File: src/rtl/instr_decode.sv
// Instruction-stream decoder: gathers an opcode plus up to two extension
// words and presents the decoded instruction until the consumer takes it.
module instr_decode (
  input  logic        clk,
  input  logic        reset_n,
  input  logic        in_valid,
  input  logic [15:0] in_data,
  output logic        in_ready,
  input  logic        flush,
  output logic        out_valid,
  input  logic        out_ready,
  output logic [15:0] out_ir,
  output logic [9:0]  out_op,
  output logic [2:0]  out_src_mode,
  output logic [2:0]  out_src_reg,
  output logic [2:0]  out_dst_mode,
  output logic [2:0]  out_dst_reg,
  output logic [15:0] out_ext1,
  output logic [15:0] out_ext2,
  output logic [1:0]  out_nwords,
  output logic        out_illegal
);

  typedef enum logic [1:0] {
    OPC, EXT1, EXT2, HOLD
  } state_e;

  state_e      state_q, state_d;
  logic [15:0] ir_q, ir_d;
  logic [15:0] ext1_q, ext1_d;
  logic [15:0] ext2_q, ext2_d;
  logic [1:0]  nw_q, nw_d;
  logic        ill_q, ill_d;

  logic [6:0]  op7;
  logic [9:0]  op10;
  logic        is_jsr, is_jmp;
  logic        is_dbl, is_dst;
  logic        dec_ill;
  logic        src_need, dst_need;
  logic [1:0]  dec_nw;

  // Indexed/deferred modes and PC immediate/absolute carry an extra word
  function automatic logic needs_ext(
    input logic [2:0] mode,
    input logic [2:0] rg
  );
    return (mode >= 3'd6) ||
           (rg == 3'd7 && mode[2:1] == 2'b01);
  endfunction

  assign op7    = in_data[15:9];
  assign op10   = in_data[15:6];
  assign is_jsr = (op7 == 7'o004);
  assign is_jmp = (op10 == 10'o0001);
  assign is_dbl = (in_data[14:12] != 3'd0) &&
                  (in_data[14:12] != 3'd7);
  assign is_dst = is_jsr || is_jmp ||
                  (op7 >= 7'o070 && op7 <= 7'o074) ||
                  (op10 == 10'o0003) ||
                  (op10 >= 10'o0050 && op10 <= 10'o0063) ||
                  (op10 == 10'o0067) ||
                  (op10 >= 10'o1050 && op10 <= 10'o1064) ||
                  (op10 == 10'o1067);
  assign dec_ill = (in_data[15:12] == 4'hf) ||
                   ((is_jmp || is_jsr) &&
                    in_data[5:3] == 3'd0);

  assign src_need = needs_ext(in_data[11:9], in_data[8:6]);
  assign dst_need = needs_ext(in_data[5:3], in_data[2:0]);

  always_comb begin
    dec_nw = 2'd0;
    priority case (1'b1)
      dec_ill: dec_nw = 2'd0;
      is_dbl:  dec_nw = {1'b0, src_need} + {1'b0, dst_need};
      is_dst:  dec_nw = {1'b0, dst_need};
      default: dec_nw = 2'd0;
    endcase
  end

  assign in_ready = reset_n && !flush && (state_q != HOLD);

  always_comb begin
    state_d = state_q;
    ir_d    = ir_q;
    ext1_d  = ext1_q;
    ext2_d  = ext2_q;
    nw_d    = nw_q;
    ill_d   = ill_q;
    if (flush) begin
      state_d = OPC;
    end else begin
      unique case (state_q)
        OPC: if (in_valid) begin
          ir_d    = in_data;
          ext1_d  = 16'd0;
          ext2_d  = 16'd0;
          ill_d   = dec_ill;
          nw_d    = dec_nw;
          state_d = (dec_nw != 2'd0) ? EXT1 : HOLD;
        end
        EXT1: if (in_valid) begin
          ext1_d  = in_data;
          state_d = (nw_q == 2'd2) ? EXT2 : HOLD;
        end
        EXT2: if (in_valid) begin
          ext2_d  = in_data;
          state_d = HOLD;
        end
        HOLD: if (out_ready) begin
          state_d = OPC;
        end
        default: state_d = OPC;
      endcase
    end
  end

  always_ff @(posedge clk) begin
    if (!reset_n) begin
      state_q <= OPC;
      ir_q    <= 16'd0;
      ext1_q  <= 16'd0;
      ext2_q  <= 16'd0;
      nw_q    <= 2'd0;
      ill_q   <= 1'b0;
    end else begin
      state_q <= state_d;
      ir_q    <= ir_d;
      ext1_q  <= ext1_d;
      ext2_q  <= ext2_d;
      nw_q    <= nw_d;
      ill_q   <= ill_d;
    end
  end

  assign out_valid    = (state_q == HOLD);
  assign out_ir       = ir_q;
  assign out_op       = ir_q[15:6];
  assign out_src_mode = ir_q[11:9];
  assign out_src_reg  = ir_q[8:6];
  assign out_dst_mode = ir_q[5:3];
  assign out_dst_reg  = ir_q[2:0];
  assign out_ext1     = ext1_q;
  assign out_ext2     = ext2_q;
  assign out_nwords   = nw_q;
  assign out_illegal  = ill_q;

endmodule

File: config.mk
export PLATFORM = sky130hd
export DESIGN_NAME = instr_decode
export DESIGN_NICKNAME = d
export VERILOG_FILES = /design/src/rtl/instr_decode.sv
export SDC_FILE = /design/constraint.sdc
export NUM_CORES = 1
export LEC_CHECK = 0
export ABC_AREA = 1
export CAP_MARGIN = 40
export CELL_PAD_IN_SITES_DETAIL_PLACEMENT = 2
export CELL_PAD_IN_SITES_GLOBAL_PLACEMENT = 2
export CORE_MARGIN = 5
export CORE_UTILIZATION = 23
export CTS_CLUSTER_DIAMETER = 80
export DETAILED_ROUTE_END_ITERATION = 8
export PLACE_DENSITY_LB_ADDON = 0.1
export RECOVER_POWER = 25
export REMOVE_ABC_BUFFERS = 1
export SLEW_MARGIN = 20
export SYNTH_ARGS = -nofsm -noshare
export SYNTH_HDL_FRONTEND = slang
export SYNTH_SLANG_ARGS = --single-unit
File: constraint.sdc
create_clock -name clk -period 2 [get_ports clk]
set_input_delay 0.5 -clock clk [delete_from_list [all_inputs] [get_ports clk]]
set_output_delay 0.5 -clock clk [all_outputs]
set_load 0.03 [all_outputs]
==> flow_summary.ini, run 1 <==
[die]
core.rowCount = 38
io_pins = 96
die_y_um = 114
dieArea_sq_mm = 0.0130
die_w_um = 114
coreArea_sq_mm = 0.0107
initial_core_util_pct = 23.2

[power_and_ir_drop]
share_comb_of_total_power_pct = 28.0
power.internal_mw = 1.61
power.clock.fraction_pct = 25.5
p_sw_share_pct = 33.6
powerDensity_mw_per_mm2 = 648
power_switching_uw = 818
peakVddDrop_uv = 255
leakagePower_nw = 1.45
power_frac_seq_pct = 46.5
power_mw = 2.43

[sta]
drv_slew = 0
max_freq_mhz = 516
finalSetupViolCount = 0
period_minus_slack_ns = 1.94
slew_headroom_pct = 74.5
worst_pin_slew_ns = 0.382
finalHoldViolCount = 0
post-route-period-util_pct = 96.9
skew_ns = 0.00458

[synthesis]
yosysUniqueCellTypes = 27
synth_enable_flop_cells = 0
synth_ff_type = dfxtp_1
yosysTopAreaCell = dfxtp_1
synth_top_area_share_pct = 42.7
ys_ff_latch = 53
yosysSeqAreaShare_pct = 42.7
ys_async_sr_fraction_pct = 0
synth_area_leaders = dfxtp_1, nand3_1, o21ai_0, a21oi_1, buf_4
syn_area_per_cell_sq_um = 7.55
netlist_area_sq_mm = 0.00248
synth_warnings = 0
syn_inst = 329

[worst_setup_path]
cp_cell_sequence = clkdlybuf4s50_1 > and3_4 > o21ai_2 > inv_1 > ha_1 > or2_2 > nand2_2 > nand2_1 > a21oi_1
end_kind = flip-flop
crit_type = primary input to flip-flop
slowest_delay_ns = 0.43
path_max_fanout = 2
arrival_ns = 2.17
crit_slowest_cell = clkdlybuf4s50_1
startpoint_type = primary input
required_ns = 2.24

[finish]
final_cells = 568
drive_above_1_share_pct = 13.1
fin_util_pct = 35.1
antenna_cells = 0
fin_area_sq_mm = 0.00375
area_growth_pct = 51.1
layout.nets = 453

[global_route]
antenna_found_initial = 0
grtUsageTotal_pct = 15.0
grt_pass1_vias = 2868
grt-ovfl-total = 0
grt_first_pass_wirelength_um = 15500
grt_max_degree = 33

[clocking]
root_buffer = clkbuf_8
clk_latency_ns = 0.30
cts.clk_slew.worst_paths_ns = 0.10
ctsLongestPathBuffers = 2
cts_tree = yes
cts.htree.levels = 2
cts_setup_buffers = 0
cts_sinks = 53
cts_buffers = 5

[routing]
firstDrtPassIters = 4
wl_per_cell_um = 17.0
viasPerCell = 4.58
via_count = 2600
route.detailed.drc = 0
drt_iter0_markers = 59
wl_um = 9650
ant_nets = 0

[job]
max_cap_violations = 0

[place]
dp.cells = 560
io_buffers = 95
placed_area_sq_mm = 0.00364
gp_congestion = 0.722
hpwl_um = 7360

[worst_hold_path]
hold_class = flip-flop to flip-flop

[run_status]
status = finished clean
kinds of logic after synthesis:
logic type,count (synthesis),synth area share [%]
AOI/OAI and AO/OA,94,19.3
adders and majority gates,5,2.52
buffers and inverters,64,14.3
DFF,53,42.7
and+or+nand+nor,113,21.2
cell usage after synthesis, types with 3 or more instances:
master    instances
o21ai_0          45
ha_1              5
inv_1            21
clkbuf_1          8
buf_2             6
buf_6             3
dfxtp_1          53
buf_4            22
nand3_1          53
nand2_1          21
a21oi_1          44
nor2_1           30
cells in the final DEF (no fill, tap or decap), drive strengths merged, types with 3 or more instances in the layout:
cell | netlist | final
inv | 23 | 23
ha | 5 | 5
nor2 | 31 | 31
nor3 | 3 | 3
dfxtp | 53 | 53
dlygate4sd3 | 0 | 3
nand3 | 53 | 53
nand2 | 22 | 22
clkbuf | 9 | 9
o21ai | 46 | 46
clkdlybuf4s50 | 0 | 88
buf | 32 | 35
a21oi | 44 | 44
sequential cells by signal (all words and copies together), names as in the netlist:
register	count
out_ext1	16
out_nwords	2
out_ir	16
out_illegal	1
out_ext2	16
state_q	2
power by group through the flow:
stage	combinational [mW]	clock, mW	sequential [mW]
after floorplan	0.167	0	1.30
after global placement	0.672	0	1.15
after detailed placement	0.686	0	1.16
after CTS	0.690	0.660	1.13
after global routing	0.734	0.694	1.14
final	0.681	0.620	1.13
timing repair:
| item | in CTS | in global routing |
|---|---|---|
| gates resized for setup | 4 | 8 |
| endpoints found under the setup margin | 4 | 35 |
| gates cloned | 0 | 0 |
| hold buffers | 0 | 0 |
through the flow:
| step | setup slack, ns | hold WS (ns) | TNS, ns |
|---|---|---|---|
| floorplan | 0.000160 | 0.486 | 0 |
| global route | -0.00730 | 0.514 | -0.00730 |
| detailed placement | -0.415 | 0.476 | -4.12 |
| CTS | 0.0140 | 0.491 | 0 |
| global placement | -0.309 | 0.468 | -2.93 |
| finish | 0.0628 | 0.481 | 0 |
metal layers:
metal	track usage, %	vias to the layer above	wire [um]	part of all wire [%]
met4	2.61	0	57	0.59
met2	26.3	50	4730	49
li1	-	1285	-	-
met5	0	-	0	0
met1	19.9	1261	4580	47
met3	2.23	4	283	2.9
final cells by class:
| type | count | area (sq um) |
|---|---|---|
| Fill cell | 1221 | 6950 |
| Timing Repair Buffer | 132 | 1240 |
| Multi-Input combinational cell | 212 | 1100 |
| Sequential cell | 53 | 1060 |
| Tap cell | 140 | 175 |
| Inverter | 23 | 86.3 |
| Clock buffer | 6 | 72.6 |
| Clock inverter | 2 | 15.0 |
final timing paths:
path                            start                  endpoint  slack [ns]  cells after the start
max                        in_data[1]   state_q[1]$_SDFFE_PP0P_        0.06                      9
min          out_ext2[8]$_SDFFE_PN0P_  out_ext2[8]$_SDFFE_PN0P_        0.48                      2
max reg2reg   state_q[0]$_SDFFE_PP0P_    out_ir[4]$_SDFFE_PN0P_        0.20                      8
min reg2reg  out_ext2[8]$_SDFFE_PN0P_  out_ext2[8]$_SDFFE_PN0P_        0.48                      2
critical path, delay by kind of cell:
kind | cells | cell delay, ns
fa+ha+maj | 1 | 0.28
compound gates | 2 | 0.27
buf+inv | 2 | 0.49
simple gates | 4 | 0.64
No activity file was read; power rests on OpenSTA's default activity.
==> run 2: changes to the inputs <==
--- a/config.mk
+++ b/config.mk
@@ -14,7 +14,6 @@
 export CTS_CLUSTER_DIAMETER = 80
 export DETAILED_ROUTE_END_ITERATION = 8
 export PLACE_DENSITY_LB_ADDON = 0.1
-export RECOVER_POWER = 25
 export REMOVE_ABC_BUFFERS = 1
 export SLEW_MARGIN = 20
 export SYNTH_ARGS = -nofsm -noshare
==> run 2 against run 1 <==
  * Critical path depth did not move
  * Largest cell class unchanged
  * Setup slack improved by 0.00056 ns
  * Die area unchanged
  * Fmax about the same
  * Combinational power rose by 0.6%
  * Global-route usage unchanged
  * Register-to-register slack barely moved
  * Largest power group unchanged
  * Clock power about the same
  * Clock skew is essentially flat
==> flow_summary.ini, run 2 (same netlist as run 1, synthesis figures left out) <==
[finish]
layout.nets = 453
final_common_cell = clkdlybuf4s50_1
drive_above_1_share_pct = 13.1
final_cell_mix = clkdlybuf4s50_1, nand3_1, dfxtp_1
antenna_cells = 0
fin_area_sq_mm = 0.00376
area_growth_pct = 51.4
fin_util_pct = 35.1

[routing]
drt_iter0_markers = 61
wl_um = 9660
viasPerCell = 4.58
wl_per_cell_um = 17.0
via_count = 2604
firstDrtPassIters = 4
ant_nets = 0
route.detailed.drc = 0

[sta]
fin_ws_ns = 0.0634
slew_headroom_pct = 74.5
worst_pin_slew_ns = 0.382
max_freq_mhz = 516
fin_tns_setup_ns = 0
finalHoldViolCount = 0
drv_slew = 0
skew_ns = 0.00414
post-route-period-util_pct = 96.8
finalSetupViolCount = 0
period_minus_slack_ns = 1.94

[clocking]
cts_buffers = 5
cts.clk_slew.worst_paths_ns = 0.10
cts.htree.levels = 2
ctsHoldBuffers = 0
clk_latency_ns = 0.30
cts_tree = yes
cts_setup_buffers = 0
cts_sinks = 53
ctsLongestPathBuffers = 2
root_buffer = clkbuf_8

[job]
max_cap_violations = 0

[worst_setup_path]
required_ns = 2.24
worstSetupStartpoint = in_data[1]
path_max_fanout = 2
r2r_cells = 8
startpoint_type = primary input
end_kind = flip-flop
arrival_ns = 2.17
crit_type = primary input to flip-flop
reg2reg_from = state_q[0]$_SDFFE_PP0P_
crit_end = state_q[1]$_SDFFE_PP0P_
rrSetupSlack_ns = 0.19
r2r-end = out_ir[4]$_SDFFE_PN0P_

[place]
hpwl_um = 7360
placed_area_sq_mm = 0.00364
gp_congestion = 0.722
io_buffers = 95
pre_cts_ws_ns = -0.415

[global_route]
antenna_found_initial = 0
grt_first_pass_wirelength_um = 15500
grt_max_degree = 33
grt-ovfl-total = 0
grt_pass1_vias = 2868
grtUsageTotal_pct = 15.0

[die]
initial_core_util_pct = 23.2
coreArea_sq_mm = 0.0107
die_w_um = 114
io_pins = 96
dieArea_sq_mm = 0.0130
core.rowCount = 38
die_y_um = 114

[power_and_ir_drop]
powerDensity_mw_per_mm2 = 648
power_mw = 2.44
leakagePower_nw = 1.44
peakVddDrop_uv = 256

[worst_hold_path]
hold_class = flip-flop to flip-flop

[run_status]
status = finished clean
==> run 2: final cells by class <==
class / instances / area (sq um)
Fill cell: 1220 / 6940
Timing Repair Buffer: 132 / 1250
Multi-Input combinational cell: 212 / 1100
Sequential cell: 53 / 1060
Tap cell: 140 / 175
Inverter: 23 / 86.3
Clock buffer: 6 / 72.6
Clock inverter: 2 / 15.0
==> run 2: worst min-delay path by stage <==
stage                              startpoint                         to  slack [ns]  cells past startpoint
finish               out_ext2[8]$_SDFFE_PN0P_   out_ext2[8]$_SDFFE_PN0P_        0.48                      2
CTS                 out_ext1[15]$_SDFFE_PN0P_  out_ext1[15]$_SDFFE_PN0P_        0.49                      2
global placement     out_ext2[2]$_SDFFE_PN0P_   out_ext2[2]$_SDFFE_PN0P_        0.47                      2
floorplan             state_q[0]$_SDFFE_PP0P_    state_q[0]$_SDFFE_PP0P_        0.49                      2
global route         out_ext2[8]$_SDFFE_PN0P_   out_ext2[8]$_SDFFE_PN0P_        0.52                      2
detailed placement  out_ext1[15]$_SDFFE_PN0P_  out_ext1[15]$_SDFFE_PN0P_        0.48                      2
==> run 2: what timing repair did <==
action / 4_1_cts / 5_1_grt
pin swaps: 0 / 0
endpoints found under the setup margin: 4 / 35
gates resized for setup: 4 / 8
==> run 2: per-layer routing <==
layer / wire length (um) / track usage [%] / vias up
li1: - / - / 1285
met1: 4580 / 19.9 / 1265
met2: 4740 / 26.3 / 50
met3: 283 / 2.23 / 4
met4: 57 / 2.61 / 0
met5: 0 / 0 / -
==> run 2: metrics by stage <==
step | hold slack [ns] | cells
after floorplan | 0.486 | 288
after global placement | 0.468 | 560
after detailed placement | 0.476 | 560
after CTS | 0.491 | 568
after global routing | 0.516 | 568
final | 0.484 | 568
==> run 2: critical path, cell delays in order <==
cell	delay, ns
clkdlybuf4s50_1	0.43
and3_4	0.20
o21ai_2	0.14
inv_1	0.06
ha_1	0.28
or2_2	0.30
nand2_2	0.08
nand2_1	0.06
a21oi_1	0.13
==> run 2: power by group <==
| group | internal, mW | switching (mW) |
|---|---|---|
| combinational | 0.273 | 0.412 |
| clock | 0.248 | 0.373 |
| sequential | 1.10 | 0.0344 |
| total | 1.62 | 0.819 |
==> run 3: changes to the inputs <==
--- a/config.mk
+++ b/config.mk
@@ -6,13 +6,14 @@
 export NUM_CORES = 1
 export LEC_CHECK = 0
 export ABC_AREA = 1
-export CAP_MARGIN = 40
+export CAP_MARGIN = 15
 export CELL_PAD_IN_SITES_DETAIL_PLACEMENT = 2
 export CELL_PAD_IN_SITES_GLOBAL_PLACEMENT = 2
 export CORE_MARGIN = 5
 export CORE_UTILIZATION = 23
 export CTS_CLUSTER_DIAMETER = 80
 export DETAILED_ROUTE_END_ITERATION = 8
+export HOLD_SLACK_MARGIN = 0.03
 export PLACE_DENSITY_LB_ADDON = 0.1
 export REMOVE_ABC_BUFFERS = 1
 export SLEW_MARGIN = 20
==> results of run 3 <==
Same layout as run 2: the final DEF is identical, and so are final timing and power.
